## config.mk

```make
export PLATFORM = sky130hd
export DESIGN_NAME = branch_flag_unit
export DESIGN_NICKNAME = d
export VERILOG_FILES = /design/src/rtl/branch_flag_unit.sv
export SDC_FILE = /design/constraint.sdc
export NUM_CORES = 1
export LEC_CHECK = 0
export BUFFER_PORTS_ARGS = -buffer_cell sky130_fd_sc_hd__clkbuf_2
export CAP_MARGIN = 30
export CELL_PAD_IN_SITES_DETAIL_PLACEMENT = 1
export CELL_PAD_IN_SITES_GLOBAL_PLACEMENT = 1
export CORE_MARGIN = 8
export CORE_UTILIZATION = 34
export DETAILED_ROUTE_END_ITERATION = 10
export GPL_ROUTABILITY_DRIVEN = 0
export PLACE_DENSITY = 0.74
export SLEW_MARGIN = 20
export SYNTH_ARGS = -nofsm -noshare
export SYNTH_HDL_FRONTEND = slang
export SYNTH_SLANG_ARGS = --single-unit
export TNS_END_PERCENT = 20
```

## constraint.sdc

```tcl
create_clock -name CLK -period 2.8 [get_ports CLK]
set_clock_uncertainty 0.2 [all_clocks]
set_input_delay 0.28 -clock CLK [delete_from_list [all_inputs] [get_ports CLK]]
set_output_delay 0.28 -clock CLK [all_outputs]
set_load 0.01 [all_outputs]
```

## src/rtl/branch_flag_unit.sv

```systemverilog
// Flag register, program counter and Start/Halt/Done sequencing for the basic processor.
// Branches resolve against the registered flags; a same-cycle flag write is seen only by the next branch.
module branch_flag_unit #(
    parameter int PC_W  = 10,
    parameter int CNT_W = 16
) (
    input  logic             CLK,
    input  logic             Reset,
    input  logic             START,
    input  logic [PC_W-1:0]  START_ADDR,
    input  logic             HALT,
    input  logic             FLAG_WE,
    input  logic             SC_IN,
    input  logic             ZERO_IN,
    input  logic             GREATER_IN,
    input  logic [2:0]       BR_COND,
    input  logic             ABS_JUMP,
    input  logic [PC_W-1:0]  TARGET,
    output logic [PC_W-1:0]  PC,
    output logic             SC_Q,
    output logic             ZERO_Q,
    output logic             GREATER_Q,
    output logic             TAKEN,
    output logic             DONE,
    output logic [CNT_W-1:0] CYCLES
);

    typedef enum logic [1:0] {
        S_IDLE   = 2'd0,
        S_RUN    = 2'd1,
        S_HALTED = 2'd2
    } state_t;

    state_t             state_q, state_d;
    logic [PC_W-1:0]    pc_q, pc_d;
    logic               sc_q, sc_d;
    logic               zero_q, zero_d;
    logic               greater_q, greater_d;
    logic               done_q, done_d;
    logic [CNT_W-1:0]   cycles_q, cycles_d;
    logic               cond_met;
    logic               taken;

    always_comb begin
        cond_met = 1'b0;
        case (BR_COND)
            3'b001:  cond_met = 1'b1;
            3'b010:  cond_met = zero_q;
            3'b011:  cond_met = !zero_q;
            3'b100:  cond_met = greater_q;
            3'b101:  cond_met = !greater_q;
            3'b110:  cond_met = sc_q;
            default: cond_met = 1'b0;
        endcase
    end

    // START and HALT both pre-empt the branch, so neither may report it taken.
    assign taken = (state_q == S_RUN) && !START && !HALT && cond_met;

    always_comb begin
        state_d   = state_q;
        pc_d      = pc_q;
        sc_d      = sc_q;
        zero_d    = zero_q;
        greater_d = greater_q;
        done_d    = done_q;
        cycles_d  = cycles_q;
        if (START) begin
            state_d   = S_RUN;
            pc_d      = START_ADDR;
            sc_d      = 1'b0;
            zero_d    = 1'b0;
            greater_d = 1'b0;
            done_d    = 1'b0;
            cycles_d  = '0;
        end else if (state_q == S_RUN) begin
            if (cycles_q != {CNT_W{1'b1}}) begin
                cycles_d = cycles_q + 1'b1;
            end
            if (FLAG_WE) begin
                sc_d      = SC_IN;
                zero_d    = ZERO_IN;
                greater_d = GREATER_IN;
            end
            if (HALT) begin
                state_d = S_HALTED;
                done_d  = 1'b1;
            end else if (taken) begin
                // Relative targets are two's complement; PC_W-bit addition wraps naturally.
                pc_d = ABS_JUMP ? TARGET : pc_q + TARGET;
            end else begin
                pc_d = pc_q + 1'b1;
            end
        end
    end

    always_ff @(posedge CLK) begin
        if (Reset) begin
            state_q   <= S_IDLE;
            pc_q      <= '0;
            sc_q      <= 1'b0;
            zero_q    <= 1'b0;
            greater_q <= 1'b0;
            done_q    <= 1'b0;
            cycles_q  <= '0;
        end else begin
            state_q   <= state_d;
            pc_q      <= pc_d;
            sc_q      <= sc_d;
            zero_q    <= zero_d;
            greater_q <= greater_d;
            done_q    <= done_d;
            cycles_q  <= cycles_d;
        end
    end

    assign PC        = pc_q;
    assign SC_Q      = sc_q;
    assign ZERO_Q    = zero_q;
    assign GREATER_Q = greater_q;
    assign TAKEN     = taken;
    assign DONE      = done_q;
    assign CYCLES    = cycles_q;

endmodule

```

# [Word level (Yosys, flattened, before mapping)]
# Index checks and enable logic that the tools add are counted.
[word_totals] register_bits=31 input_bits=32 out_inout_bits=31 wordCells=43
[classes] n_addsub=3 eq_ne=9 n_mux=9 reduce_logical=15
[ops] op="2-to-1 mux 10 bit" count=5
[ops] op="adder 16 x 1 -> 16 bit (second input constant)" count=1
[ops] op="!= test 16 bit (second input constant)" count=1
[ops] op="adder 10 x 1 -> 10 bit (second input constant)" count=1
[ops] op="adder 10 bit" count=1
[ops] op="AND reduction 2 bit" count=5
[ops] op="== test 3 bit (second input constant)" count=3
[ops] op="== test 3 x 2 -> 1 bit (second input constant)" count=2
[ops] op="one-hot mux 1 bit (6 select lines)" count=1
[ops] op="zero test 1 bit" count=4
[ops] op="nonzero test 2 bit" count=2
[ops] op="== test 3 x 1 -> 1 bit (second input constant)" count=1
[ops] op="logical AND 1 bit" count=3
[ops] op="2-to-1 mux 1 bit" count=3
[ops] op="== test 2 x 1 -> 1 bit (second input constant)" count=1
[ops] op="!= test 2 bit (second input constant)" count=1
[ops] op="OR reduction 2 bit" count=1

# [Longest topological paths before layout]
[logic_depth] depth_word=8 mapped_depth=8

# [Least setup slack after synthesis]
# Ideal clock, no wire load.
[synth_path] path_kind="register -> register" start="register pc_q[0], in the netlist PC[0]" end="register pc_q[6], in the netlist PC[6]" t_arrival_ns=2.408 required_time_ns=2.463 slack_ns=0.055 stages_incl_launch_ff=8 path_cell_list="dfxtp_1 ha_1 fa_1 a211o_1 a41o_1 or4_4 a221oi_2 o22ai_1"
[synth_between] elab_chain_len=6
[synth_rtl] element="from (decl)" line="35" rtl="logic [PC_W-1:0] pc_q, pc_d;"
[synth_rtl] element="from (signal assigned)" line="108" rtl="pc_q <= pc_d;"
[synth_rtl] element="adder 10 bit" line="90" rtl="pc_d = ABS_JUMP ? TARGET : pc_q + TARGET;"
[synth_rtl] element="2-to-1 mux 10 bit" line="90"
[synth_rtl] element="2-to-1 mux 10 bit *" line="88" rtl="end else if (taken) begin"
[synth_rtl] element="2-to-1 mux 10 bit *" line="85" rtl="if (HALT) begin"
[synth_rtl] element="2-to-1 mux 10 bit *" line="76" rtl="end else if (state_q == S_RUN) begin"
[synth_rtl] element="2-to-1 mux 10 bit *" line="68" rtl="if (START) begin"
# Mark *: on every way between the ends. The rest lies on a longest branch, timed or not. The select of a mux whose other input is x is not followed.
# A chain may end at the register's enable or synchronous reset.

# [Final worst setup path]
# Same ends and word-level chain as after synthesis.

==> results.py <==
metrics = {
    "yosys": {
        "mappedNetlistArea_sq_mm": 0.00231,
        "synthDistinctLibCells": 59,
        "synthesis_stage_register_bit_count": 31,
        "area_contributors_post_synth": "sky130_fd_sc_hd__dfxtp_1 (27%), sky130_fd_sc_hd__ha_1 (6.0%), sky130_fd_sc_hd__nor2_1 (5.4%)",
        "post_synth_inst_count": 286,
        "post_synth_arst_share": 0,
        "synth_xor_xnor_area_share": 0.0684,
        "synth_top_cell_by_area": "sky130_fd_sc_hd__dfxtp_1",
        "synthFlopType": "sky130_fd_sc_hd__dfxtp_1",
        "synth-compound-area-share": 0.243,
        "synth_mux_area_frac": 0.0369,
        "combinational_family_with_the_most_area_after_synthesis": "simple AND/OR/NAND/NOR gates",
        "mappedNetlistNets": 330,
        "post-synth-top-area-fraction": 0.269,
        "average_cell_area_after_synthesis_sq_um": 8.06,
        "synth.yosys.seq_area_share": 0.269,
        "synth_simple_gate_area_share": 0.277,
        "synth_edf_count": 0,
        "adder_and_majority_gate_portion_of_the_synthesized_area": 0.0684,
        "synthesis.yosys.warnings": 0,
    },
    "floorplanning": {
        "chipHeight_microns": 98.4,
        "floorplan.die_area_sq_mm": 0.00967,
        "rows": 30,
        "ios": 63,
        "area_of_the_placeable_core_sq_mm": 0.00668,
        "floorplan.die.width_microns": 98.4,
        "initial_standard_cell_utilization_of_the_core": 0.345,
    },
    "cts": {
        "postCtsSetupRepairBufs": 0,
        "path_clk_slew_ns": 0.07,
        "post_cts_resized": 0,
        "cts-root-to-sink-buffers": 2,
        "tritoncts": "done",
        "postCtsHoldBufs": 0,
        "cts_buffers": 5,
        "cts_max_level": 2,
        "numClockSinks": 31,
        "clkLatencyLatePin_ns": 0.29,
        "cts-root-buf": "sky130_fd_sc_hd__clkbuf_8",
    },
    "final_layout": {
        "finalInstanceArea_sq_mm": 0.00284,
        "antennaDiodeCount": 0,
        "n_fill_cell": 860,
        "final_net_count": 400,
        "drive_gt1_frac": 0.275,
        "flow.area_growth_from_synthesis_pct": 23.1,
    },
    "worst_setup_path": {
        "timing.critical_path.slowest_stage_cell": "sky130_fd_sc_hd__or4_4",
        "cp_cell_sequence": "ha_1 -> fa_1 -> a211o_1 -> a41o_1 -> or4_4 -> a221oi_2 -> o22ai_1",
        "worst_path_largest_cell_delay_ns": 0.51,
        "cp-end-kind": "register",
        "crit_type": "reg2reg",
        "critPathArrivalTime_ns": 2.59,
        "critical_path.startpoint_type": "register",
        "cp.required_ns": 2.77,
        "cp_max_fo": 3,
    },
    "global_route": {
        "number_of_antenna_violations_at_the_first_check_in_global_routing": 0,
        "grt_remaining_overflow": 0,
        "grt_first_pass_wirelength_mm": 12.1,
        "first_global_vias": 2484,
        "grt_max_degree": 23,
        "gr-usage-all-layers": 0.152,
    },
    "timing": {
        "rsz0062_at_grt": "no",
        "report.final.setup_viol": 0,
        "timing.final.max_slew_violations": 0,
        "max_slew.worst_pin.slew_ns": 0.594,
        "report.final.hold_viol_count": 0,
        "period_needed_ns": 2.62,
        "slew-limit-headroom": 0.601,
        "final.period_utilization": 0.937,
        "tns_ns": 0,
        "max_freq_ghz": 0.381,
    },
    "detailed_routing": {
        "wl_mm": 7.29,
        "post_dr_vias_cell": 5.45,
        "drt_iter0_markers": 87,
        "post_drt_wl_per_cell_microns": 16.7,
        "antenna_violating_nets_post_route": 0,
        "drc": 0,
        "route.vias.total": 2378,
        "drtPass1Iterations": 4,
    },
    "place": {
        "placed_cell_area_sq_mm": 0.00275,
        "post-dp-hpwl_mm": 5.81,
        "numPortBuffers": 62,
    },
    "job": {
        "timing.max_cap.violations": 0,
    },
    "power_and_ir_drop": {
        "cellLeakagePower_nw": 1.17,
        "irDropWorstVdd_mv": 0.209,
        "power.density_mw_per_mm2": 396,
    },
    "min_path": {
        "hold_path_class": "in2reg",
    },
    "run_status": {
        "status": "complete, no violations",
    },
}
state kept, by name, summed over array words and instances (netlist names):
name,count
CYCLES,16
DONE,1
GREATER_Q,1
PC,10
SC_Q,1
ZERO_Q,1
state_q,1
cell usage after synthesis (6+ instances only):
cell	count
sky130_fd_sc_hd__nor2_1	33
sky130_fd_sc_hd__dfxtp_1	31
sky130_fd_sc_hd__nand2_1	25
sky130_fd_sc_hd__a21oi_1	21
sky130_fd_sc_hd__nand3_1	18
sky130_fd_sc_hd__xnor2_1	14
sky130_fd_sc_hd__ha_1	11
sky130_fd_sc_hd__inv_1	10
sky130_fd_sc_hd__nor3_1	10
sky130_fd_sc_hd__o21ai_0	9
sky130_fd_sc_hd__mux2i_1	7
sky130_fd_sc_hd__nand4_1	6
stage by stage:
step / util / std cells / hold WS, ns / worst slack, ns / power [mW]
global placement: 0.412 / 429 / 0.267 / 0.104 / 0.766
global route: 0.425 / 436 / 0.0567 / 0.0661 / 1.19
CTS: 0.425 / 436 / 0.0289 / 0.154 / 1.14
detailed placement: 0.412 / 429 / 0.275 / 0.0644 / 0.771
floorplan: - / 286 / 0.225 / 0.0549 / 0.666
finish: 0.425 / 436 / 0.0379 / 0.175 / 1.12
routing by layer:
metal  GRT usage  up-vias  routed length [microns]
li1            -     1199                        -
met1       0.177     1121                     3280
met2       0.261       47                     3550
met3      0.0391       11                      318
met4      0.0508        0                      131
met5           0        -                        0
worst paths after layout:
kind         start    end  slack (ns)  cells after the start
max          PC[0]  PC[6]        0.18                      7
max reg2reg  PC[0]  PC[6]        0.18                      7
min          SC_IN   SC_Q        0.04                      3
min reg2reg   SC_Q   SC_Q        0.28                      2
report_power, final:
group	switching [mW]	internal, mW
Sequential	0.0142	0.454
Clock	0.172	0.193
Combinational	0.164	0.127
Total	0.350	0.774
kinds of logic (layout without fill, tap and decap cells):
group / after synthesis / in the layout
AND/OR/NAND/NOR: 123 / 123
multiplexers: 8 / 8
XOR/XNOR: 18 / 18
adder cells (fa/ha/maj): 12 / 12
AO/OA/AOI/OAI: 74 / 74
flip-flops: 31 / 31
buffers and inverters: 20 / 90
cells in the final DEF, fill, tap and decap left out, types with 3 or more instances in the layout:
master	Yosys	final
sky130_fd_sc_hd__clkbuf_8	0	6
sky130_fd_sc_hd__mux2i_1	7	7
sky130_fd_sc_hd__nand2_1	25	25
sky130_fd_sc_hd__nand4_1	6	6
sky130_fd_sc_hd__o22ai_1	3	3
sky130_fd_sc_hd__clkbuf_2	0	62
sky130_fd_sc_hd__nand2b_1	3	3
sky130_fd_sc_hd__nor4_1	3	3
sky130_fd_sc_hd__a211o_1	3	3
sky130_fd_sc_hd__ha_1	11	11
sky130_fd_sc_hd__nor2_1	33	33
sky130_fd_sc_hd__nor3_1	10	10
sky130_fd_sc_hd__xnor2_1	14	14
sky130_fd_sc_hd__dfxtp_1	31	31
sky130_fd_sc_hd__a21o_1	5	5
sky130_fd_sc_hd__a211oi_1	5	5
sky130_fd_sc_hd__buf_4	0	11
sky130_fd_sc_hd__nor3b_1	3	3
sky130_fd_sc_hd__nand3_1	18	18
sky130_fd_sc_hd__inv_1	10	10
sky130_fd_sc_hd__a21oi_1	21	21
sky130_fd_sc_hd__o211ai_1	4	4
sky130_fd_sc_hd__xor2_1	4	4
sky130_fd_sc_hd__nor2b_1	3	3
sky130_fd_sc_hd__and3_1	3	3
sky130_fd_sc_hd__o21ai_0	9	9
critical path: cells and delay by family, from the launching register on:
family                   cells  cell delay [ns]
AO/OA/AOI/OAI                4             0.86
flip-flops                   1             0.32
AND/OR/NAND/NOR              1             0.51
adder cells (fa/ha/maj)      2             0.62
cell type report:
cell class	count	area, sq um	share of cell area
timing repair buffer	73	393	0.138
clock inverter	1	5.00	0.00176
clock buffer	6	82.6	0.0291
multi-input combinational	235	1600	0.563
inverter	10	37.5	0.0132
sequential	31	621	0.219
tap	80	100	0.0353
No activity file was read; power rests on OpenSTA's default activity.
